===== config.mk =====
export PLATFORM = sky130hd
export DESIGN_NAME = apb_arbiter
export DESIGN_NICKNAME = d
export VERILOG_FILES = /design/src/rtl/apb_arb_pkg.sv /design/src/rtl/rr_arb2.sv /design/src/rtl/apb_arbiter.sv
export SDC_FILE = /design/constraint.sdc
export NUM_CORES = 1
export LEC_CHECK = 0
export CAP_MARGIN = 20
export CORE_MARGIN = 1
export CORE_UTILIZATION = 39
export CTS_CLUSTER_DIAMETER = 80
export DETAILED_ROUTE_END_ITERATION = 8
export PLACE_DENSITY_LB_ADDON = 0.05
export SLEW_MARGIN = 40
export SYNTH_ARGS = -nofsm -noshare
export SYNTH_HDL_FRONTEND = slang
export SYNTH_HIERARCHICAL = 1
export SYNTH_SLANG_ARGS = --single-unit

===== constraint.sdc =====
create_clock -name clk -period 2.3 [get_ports clk]
set_clock_uncertainty 0.2 [all_clocks]
set_input_delay 0.46 -clock clk [delete_from_list [all_inputs] [get_ports clk]]
set_output_delay 0.46 -clock clk [all_outputs]
set_load 0.1 [all_outputs]

===== src/rtl/apb_arb_pkg.sv =====
// rtl/apb_arb_pkg.sv - shared state encoding and constants for the APB arbiter
package apb_arb_pkg;

    localparam int ADDR_W_DEF = 20;
    localparam int DATA_W_DEF = 16;

    localparam logic [1:0] PSEL_NONE = 2'b00;
    localparam logic [1:0] PSEL_RM   = 2'b01;
    localparam logic [1:0] PSEL_ICN  = 2'b10;

    typedef enum logic [1:0] {
        ST_IDLE   = 2'd0,
        ST_SETUP  = 2'd1,
        ST_ACCESS = 2'd2,
        ST_RESP   = 2'd3
    } arb_state_e;

endpackage


===== src/rtl/rr_arb2.sv =====
// rtl/rr_arb2.sv - two-way round-robin grant with last-grant memory
//
// Ports:
//   clk, reset  - clock, synchronous active-high reset
//   req_i[1:0]  - request from requester 0 / 1
//   update_i    - grant is being taken this cycle; remember the winner
//   gnt_o[1:0]  - one-hot combinational grant (0 when no request)
module rr_arb2 (
    input  logic       clk,
    input  logic       reset,
    input  logic [1:0] req_i,
    input  logic       update_i,
    output logic [1:0] gnt_o
);

    // last_q = index of the most recent winner; starts at 1 so m0 wins the first tie.
    logic last_q;
    logic last_d;

    always_comb begin
        gnt_o  = req_i;
        if (req_i == 2'b11) begin
            gnt_o = last_q ? 2'b01 : 2'b10;
        end
        last_d = last_q;
        if (update_i && (|req_i)) begin
            last_d = gnt_o[1];
        end
    end

    always_ff @(posedge clk) begin
        if (reset) begin
            last_q <= 1'b1;
        end else begin
            last_q <= last_d;
        end
    end

endmodule


===== src/rtl/apb_arbiter.sv =====
// rtl/apb_arbiter.sv - shares one APB target bus (rm / icn) between two requesters
//
// Ports:
//   clk, reset                       - clock, synchronous active-high reset
//   m0_* / m1_*                      - requester side: psel/pwrite/pstrb/paddr/pwdata in,
//                                      prdata/pready/pslverr out (pready is a one-cycle pulse)
//   psel[1:0], penable, pwrite,
//   pstrb, paddr, pwdata             - downstream APB master outputs, psel = {icn, rm}
//   prdata_rm/pready_rm/pslverr_rm   - rm target response
//   prdata_icn/pready_icn/pslverr_icn- icn target response
//   timeout_err                      - one-cycle pulse when an ACCESS phase is aborted
//   busy                             - transfer in progress (FSM not IDLE)
module apb_arbiter
    import apb_arb_pkg::*;
#(
    parameter int ADDR_W  = ADDR_W_DEF,
    parameter int DATA_W  = DATA_W_DEF,
    parameter int SEL_BIT = 19,
    parameter int TIMEOUT = 255
) (
    input  logic              clk,
    input  logic              reset,
    input  logic              m0_psel,
    input  logic              m0_pwrite,
    input  logic              m0_pstrb,
    input  logic [ADDR_W-1:0] m0_paddr,
    input  logic [DATA_W-1:0] m0_pwdata,
    output logic [DATA_W-1:0] m0_prdata,
    output logic              m0_pready,
    output logic              m0_pslverr,
    input  logic              m1_psel,
    input  logic              m1_pwrite,
    input  logic              m1_pstrb,
    input  logic [ADDR_W-1:0] m1_paddr,
    input  logic [DATA_W-1:0] m1_pwdata,
    output logic [DATA_W-1:0] m1_prdata,
    output logic              m1_pready,
    output logic              m1_pslverr,
    output logic [1:0]        psel,
    output logic              penable,
    output logic              pwrite,
    output logic              pstrb,
    output logic [ADDR_W-1:0] paddr,
    output logic [DATA_W-1:0] pwdata,
    input  logic [DATA_W-1:0] prdata_rm,
    input  logic              pready_rm,
    input  logic              pslverr_rm,
    input  logic [DATA_W-1:0] prdata_icn,
    input  logic              pready_icn,
    input  logic              pslverr_icn,
    output logic              timeout_err,
    output logic              busy
);

    localparam int CNT_W = (TIMEOUT > 0) ? $clog2(TIMEOUT + 1) : 1;
    // Abort fires on the ACCESS cycle whose count reaches TIMEOUT.
    localparam logic [CNT_W-1:0] TO_LAST = CNT_W'((TIMEOUT > 0) ? TIMEOUT - 1 : 0);

    arb_state_e        state_q, state_d;
    logic              win_q, win_d;
    logic              pwrite_q, pwrite_d, pstrb_q, pstrb_d;
    logic [ADDR_W-1:0] paddr_q, paddr_d;
    logic [DATA_W-1:0] pwdata_q, pwdata_d;
    logic [1:0]        psel_q, psel_d;
    logic              penable_q, penable_d, busy_q, busy_d, to_q, to_d;
    logic              m0_pready_q, m0_pready_d, m0_pslverr_q, m0_pslverr_d;
    logic              m1_pready_q, m1_pready_d, m1_pslverr_q, m1_pslverr_d;
    logic [DATA_W-1:0] m0_prdata_q, m0_prdata_d, m1_prdata_q, m1_prdata_d;
    logic [CNT_W-1:0]  cnt_q, cnt_d;

    logic [1:0]        req, gnt;
    logic              arb_upd;
    logic              sel_icn, sel_ready, sel_err;
    logic [DATA_W-1:0] sel_rdata;
    logic              done;
    logic [DATA_W-1:0] rsp_data;
    logic              rsp_err;
    logic [ADDR_W-1:0] win_addr;

    assign req = {m1_psel, m0_psel};

    rr_arb2 u_rr (
        .clk      (clk),
        .reset    (reset),
        .req_i    (req),
        .update_i (arb_upd),
        .gnt_o    (gnt)
    );

    // Only the addressed target's response is looked at.
    assign sel_icn   = paddr_q[SEL_BIT];
    assign sel_ready = sel_icn ? pready_icn  : pready_rm;
    assign sel_err   = sel_icn ? pslverr_icn : pslverr_rm;
    assign sel_rdata = sel_icn ? prdata_icn  : prdata_rm;
    assign win_addr  = gnt[1] ? m1_paddr : m0_paddr;

    always_comb begin
        state_d      = state_q;
        win_d        = win_q;
        pwrite_d     = pwrite_q;
        pstrb_d      = pstrb_q;
        paddr_d      = paddr_q;
        pwdata_d     = pwdata_q;
        psel_d       = psel_q;
        penable_d    = penable_q;
        cnt_d        = '0;
        to_d         = 1'b0;
        arb_upd      = 1'b0;
        done         = 1'b0;
        rsp_data     = '0;
        rsp_err      = 1'b0;
        m0_pready_d  = 1'b0;
        m0_pslverr_d = 1'b0;
        m0_prdata_d  = '0;
        m1_pready_d  = 1'b0;
        m1_pslverr_d = 1'b0;
        m1_prdata_d  = '0;

        unique case (state_q)
            ST_IDLE: begin
                if (|req) begin
                    arb_upd  = 1'b1;
                    win_d    = gnt[1];
                    pwrite_d = gnt[1] ? m1_pwrite : m0_pwrite;
                    pstrb_d  = gnt[1] ? m1_pstrb  : m0_pstrb;
                    pwdata_d = gnt[1] ? m1_pwdata : m0_pwdata;
                    paddr_d  = win_addr;
                    // psel is registered, so decode the winner's address now to show it in SETUP.
                    psel_d   = win_addr[SEL_BIT] ? PSEL_ICN : PSEL_RM;
                    state_d  = ST_SETUP;
                end
            end
            ST_SETUP: begin
                penable_d = 1'b1;
                state_d   = ST_ACCESS;
            end
            ST_ACCESS: begin
                if (sel_ready) begin
                    done     = 1'b1;
                    rsp_data = pwrite_q ? '0 : sel_rdata;
                    rsp_err  = sel_err;
                end else if ((TIMEOUT != 0) && (cnt_q == TO_LAST)) begin
                    done     = 1'b1;
                    rsp_err  = 1'b1;
                    to_d     = 1'b1;
                end else begin
                    cnt_d    = cnt_q + 1'b1;
                end
                if (done) begin
                    psel_d    = PSEL_NONE;
                    penable_d = 1'b0;
                    state_d   = ST_RESP;
                    if (win_q) begin
                        m1_pready_d  = 1'b1;
                        m1_prdata_d  = rsp_data;
                        m1_pslverr_d = rsp_err;
                    end else begin
                        m0_pready_d  = 1'b1;
                        m0_prdata_d  = rsp_data;
                        m0_pslverr_d = rsp_err;
                    end
                end
            end
            ST_RESP: begin
                state_d = ST_IDLE;
            end
            default: begin
                state_d = ST_IDLE;
            end
        endcase

        busy_d = (state_d != ST_IDLE);
    end

    always_ff @(posedge clk) begin
        if (reset) begin
            state_q      <= ST_IDLE;
            win_q        <= 1'b0;
            pwrite_q     <= 1'b0;
            pstrb_q      <= 1'b0;
            paddr_q      <= '0;
            pwdata_q     <= '0;
            psel_q       <= PSEL_NONE;
            penable_q    <= 1'b0;
            busy_q       <= 1'b0;
            to_q         <= 1'b0;
            cnt_q        <= '0;
            m0_pready_q  <= 1'b0;
            m0_pslverr_q <= 1'b0;
            m0_prdata_q  <= '0;
            m1_pready_q  <= 1'b0;
            m1_pslverr_q <= 1'b0;
            m1_prdata_q  <= '0;
        end else begin
            state_q      <= state_d;
            win_q        <= win_d;
            pwrite_q     <= pwrite_d;
            pstrb_q      <= pstrb_d;
            paddr_q      <= paddr_d;
            pwdata_q     <= pwdata_d;
            psel_q       <= psel_d;
            penable_q    <= penable_d;
            busy_q       <= busy_d;
            to_q         <= to_d;
            cnt_q        <= cnt_d;
            m0_pready_q  <= m0_pready_d;
            m0_pslverr_q <= m0_pslverr_d;
            m0_prdata_q  <= m0_prdata_d;
            m1_pready_q  <= m1_pready_d;
            m1_pslverr_q <= m1_pslverr_d;
            m1_prdata_q  <= m1_prdata_d;
        end
    end

    assign psel        = psel_q;
    assign penable     = penable_q;
    assign pwrite      = pwrite_q;
    assign pstrb       = pstrb_q;
    assign paddr       = paddr_q;
    assign pwdata      = pwdata_q;
    assign busy        = busy_q;
    assign timeout_err = to_q;
    assign m0_pready   = m0_pready_q;
    assign m0_pslverr  = m0_pslverr_q;
    assign m0_prdata   = m0_prdata_q;
    assign m1_pready   = m1_pready_q;
    assign m1_pslverr  = m1_pslverr_q;
    assign m1_prdata   = m1_prdata_q;

endmodule


== Word level (Yosys, flattened, before mapping) ==
Cells that the tools add are included.

* Flip-flop bits (word level): 91
* Input bits: 116
* Output and inout port bits: 79

* Add/subtract/negate cells: 1
* Eq/ne operators: 7
* Muxes and demuxes: 28
* Bitwise gates (word level): 3
* Reduce and logical (&&, ||, !) cells: 14

{| class="wikitable"
|+ Operators by type and width
! kind !! count
|-
| 2-to-1 mux 16 bit || 4
|-
| 2-to-1 mux 20 bit || 1
|-
| 2-to-1 mux 2 bit || 7
|-
| 2-to-1 mux 1 bit || 13
|-
| OR reduction 4 bit || 3
|-
| adder 8 x 1 -> 8 bit, second input constant || 1
|-
| == test 8 bit, second input constant || 1
|-
| one-hot mux 2 bit (4 select lines) || 1
|-
| == test 2 bit, second input constant || 3
|-
| nonzero test 2 bit || 3
|-
| OR reduction 3 bit || 2
|-
| != test 2 bit, second input constant || 2
|-
| one-hot mux 2 bit (2 select lines) || 1
|-
| AND reduction 2 bit || 2
|-
| NOT 1 bit || 3
|-
| AND reduction 3 bit || 1
|-
| == test 2 x 1 -> 1 bit, second input constant || 1
|-
| logical NOT 2 bit || 1
|-
| one-hot mux 1 bit (2 select lines) || 1
|-
| OR reduction 2 bit || 1
|-
| logical AND 1 bit || 1
|}

== Depth between registers and ports, before layout ==
* Depth after elaboration: 7
* Gate-level depth with buffers: 7
* Gate-level depth less buffers: 6

== Modules after synthesis ==
Netlist, hierarchy kept.

{| class="wikitable"
|+ Modules (own cells, without submodules)
! module !! times used !! cells an instance !! area an instance (um2) !! sequential area each (um2)
|-
| apb_arbiter || 1 || 355 || 3475.8 || 1801.7
|-
| rr_arb2 || 1 || 7 || 61.3 || 20.0
|}

== Worst setup path after synthesis ==
Ideal clock, no wire load.

* Kind: register -> register
* Start: reg paddr_q[19] (netlist: paddr[19])
* End: reg m0_prdata_q[10] (netlist: m0_prdata[10])
* Library setup time: 0.066 ns
* Arrival time: 2.239 ns
* Required time: 2.034 ns
* Slack: -0.205 ns
* Cell stages (with the launch flop): 6
* Path buffers: 2
* Period minus slack after synthesis: 2.505 ns
* Cells stage by stage: dfxtp_1 mux2i_1 or4_1 buf_2 buf_2 nor2_1

* Cells in the longest elaborated chain, start to end: 5

{| class="wikitable"
|+ RTL lines
! element !! RTL line !! text
|-
| from (decl) || apb_arbiter.sv:62 || <nowiki>logic [ADDR_W-1:0] paddr_q, paddr_d;</nowiki>
|-
| from (signal assigned) || apb_arbiter.sv:199 || <nowiki>paddr_q <= paddr_d;</nowiki>
|-
| 2-to-1 mux 1 bit || apb_arbiter.sv:92 || <nowiki>assign sel_ready = sel_icn ? pready_icn : pready_rm;</nowiki>
|-
| 2-to-1 mux 1 bit || apb_arbiter.sv:138 || <nowiki>if (sel_ready) begin</nowiki>
|-
| 2-to-1 mux 1 bit || apb_arbiter.sv:119 || <nowiki>unique case (state_q)</nowiki>
|-
| NOT 1 bit (no line) || -- ||
|-
| OR reduction 4 bit (no line) || -- ||
|-
| to (signal assigned) || apb_arbiter.sv:208 || <nowiki>m0_prdata_q <= m0_prdata_d;</nowiki>
|-
| to (decl) || apb_arbiter.sv:68 || <nowiki>logic [DATA_W-1:0] m0_prdata_q, m0_prdata_d, m1_prdata_q, m1_prdata_d;</nowiki>
|}

Several ways; a longest one is shown, not always the timed one. The select of a mux whose other input is x is not followed.
A chain may end at the register's enable or synchronous reset.

== Worst setup path after layout ==
* Start: reg state_q[0]
* End: reg m1_prdata_q[6] (netlist: m1_prdata[6])

* Cells in the longest elaborated chain, start to end: 3

{| class="wikitable"
|+ RTL lines
! element !! RTL line !! text
|-
| from (decl) || apb_arbiter.sv:59 || <nowiki>arb_state_e state_q, state_d;</nowiki>
|-
| from (signal assigned) || apb_arbiter.sv:195 || <nowiki>state_q <= state_d;</nowiki>
|-
| == test 2 bit || apb_arbiter.sv:119 ||
|-
| NOT 1 bit (no line) || -- ||
|-
| OR reduction 4 bit (no line) || -- ||
|-
| to (signal assigned) || apb_arbiter.sv:211 || <nowiki>m1_prdata_q <= m1_prdata_d;</nowiki>
|-
| to (decl) || apb_arbiter.sv:68 ||
|}

No other way between the ends.

==> results.yml <==
clocking:
  postCtsHoldBufs: 0
  cts_resized: 0
  cts_setup_buffers: 0
  clk_pin_slew_ns: 0.10
  cts.sinks: 91
  cts_root_buffer: "clkbuf_8"
  clock_path_buffers: 2
  cts_inserted_buffers: 9
  cts_tree: "yes"
  htree_levels: 3
  worstSkewPairLatency_ns: 0.36
global_routing:
  grtUsageTotal_pct: 19.8
  grt_pass1_wl_mm: 15.1
  grt_overflow: 0
  grt_pass1_vias: 3226
  grt_max_degree: 49
  antenna_found_initial: 0
drt:
  wl_met1_mm: 3.74
  dr.pass1.iters: 4
  dr_total_vias: 3222
  drt-initial-drc-count: 55
  route.met3.wl_um: 818
  drc: 0
  viasPerCell: 4.85
  ant_nets: 0
  postRouteWirelength_mm: 9.09
  wl_met2_mm: 4.42
  routed.top_layer: "met4"
  routedWlPerCell_um: 13.7
synth:
  syn_area_sq_mm: 0.00353
  yosysWarnings: 6
  synthCells: 360
  synthesis.nets: 481
  synth.avg_cell_area_sq_um: 9.79
die:
  die_area_sq_mm: 0.00942
  start_util_pct: 40.4
  core-area_sq_mm: 0.00872
  pin_count: 195
  dieHeight_um: 97.1
  rows: 34
  dieWidth_um: 97.1
timing:
  hold_viol_final: 0
  finalMaxSlewViolations: 0
  setup_viol_count_final: 0
  clock.fmax_mhz: 507
  worst_pin_slew_ns: 0.609
  setup_tns_ns: 0
  slew_headroom_pct: 59.2
  rsz0062_at_grt: "false"
  fin_ws_ns: 0.328
  finalHoldWorstSlack_ns: 0.194
  period_needed_ns: 1.97
  fin_crit_sh_pct: 85.8
finish:
  antennaDiodeCount: 0
  drive_gt1_share_pct: 20.1
  stdcell_count: 665
  syn2layout_area_growth_pct: 60.9
  fin_nets: 673
  nFillCells: 761
placed_design:
  io_buffers: 194
  dp_worst_setup_slack_ns: 0.0197
  hpwl_mm: 6.89
  place.gp.congestion: 0.763
  placed_cells: 649
power_and_ir_drop:
  powerDensity_mw_per_mm2: 1210
  power_leakage_nw: 2.33
  vdd_drop_max_v: 0.000767
setup_path:
  crit_path_cell_trace: "inv_1, ha_1, nand2b_1, or4_1, buf_4, nor2_1"
  slowest_delay_ns: 0.43
  critPathRequiredTime_ns: 2.39
  endpoint_kind: "flip-flop"
  worstPathArrival_ns: 2.06
  crit_family: "simple AND/OR/NAND/NOR gates"
  startpoint_type: "flip-flop"
  crit_path_max_fanout: 16
  crit_type: "flip-flop to flip-flop"
  crit_slowest_cell: "or4_1"
  crit_buf_inv: 2
worst_hold_path:
  worstHoldPathType: "input pin to flip-flop"
run:
  max-cap-violations: 0
outcome:
  status: "complete, no violations"
-- worst reg2reg max path: stages (launching register included) --
cell and delay [ns]:
dfxtp_1 0.37, inv_1 0.10, ha_1 0.30, nand2b_1 0.18, or4_1 0.43, buf_4 0.21
nor2_1 0.12
-- final cells by class --
class                   instances  area [sq um]  area share, %
repair buffers                205          1870           33.0
flip-flops and latches         91          1820           32.1
multi-input cells             238          1590           28.0
well taps                     108           135           2.38
clock buffers                   9           124           2.18
clock inverters                 7           108           1.90
inverters                       7          26.3          0.463
-- power by group --
| part | total, W | internal [W] | switching, W |
|---|---|---|---|
| registers | 0.00203 | 0.00186 | 0.000166 |
| logic | 0.00363 | 0.000969 | 0.00266 |
| clock network | 0.00123 | 0.000633 | 0.000599 |
| total | 0.00689 | 0.00346 | 0.00342 |
-- final timing paths --
path	startpoint	slack [ns]	cells after the start	endpoint
setup / recovery	state_q[0]	0.33	6	m1_prdata[6]
hold / removal	reset	0.19	4	timeout_err
setup reg to reg	state_q[0]	0.33	6	m1_prdata[6]
hold reg to reg	paddr[2]	0.30	2	paddr[2]
-- cells in the final DEF, fill, tap and decap left out, types with 2 or more instances in the layout --
master	count
a211oi_1	39
a21oi_1	6
a31oi_1	2
and2_1	2
buf_12	4
buf_4	86
bufinv_16	2
clkbuf_8	9
clkdlybuf4s50_1	114
dfxtp_1	90
ha_1	5
inv_1	6
inv_8	2
mux2i_1	55
nand2_1	5
nand2b_1	2
nand3_1	6
nand4_1	2
nor2_1	78
nor2b_1	3
nor3_1	4
nor4_1	2
o211ai_1	4
o21ai_0	4
or3_1	4
or4_1	2
xor2_1	2
-- flip-flops by register name, summed over array words and instances (netlist names), 2 cells and up --
name / cells
cnt_q: 8
psel: 2
pwdata: 16
m1_prdata: 16
state_q: 2
paddr: 20
m0_prdata: 16
-- through the flow --
step | utilization (%) | instance area (sq um) | power (W)
finish | 65.1 | 5670 | 0.00689
global route | 65.1 | 5670 | 0.00721
CTS | 65.1 | 5670 | 0.00693
detailed placement | 62.4 | 5440 | 0.00571
global placement | 62.4 | 5440 | 0.00567
floorplan | - | 3530 | 0.00479
-- routing by layer --
layer / up-vias / global-route usage [%]
met3: 8 / 7.05
li1: 1652 / -
met4: 0 / 6.20
met5: - / 0
met2: 124 / 34.0
met1: 1438 / 22.9
No activity file was read; power rests on OpenSTA's default activity.
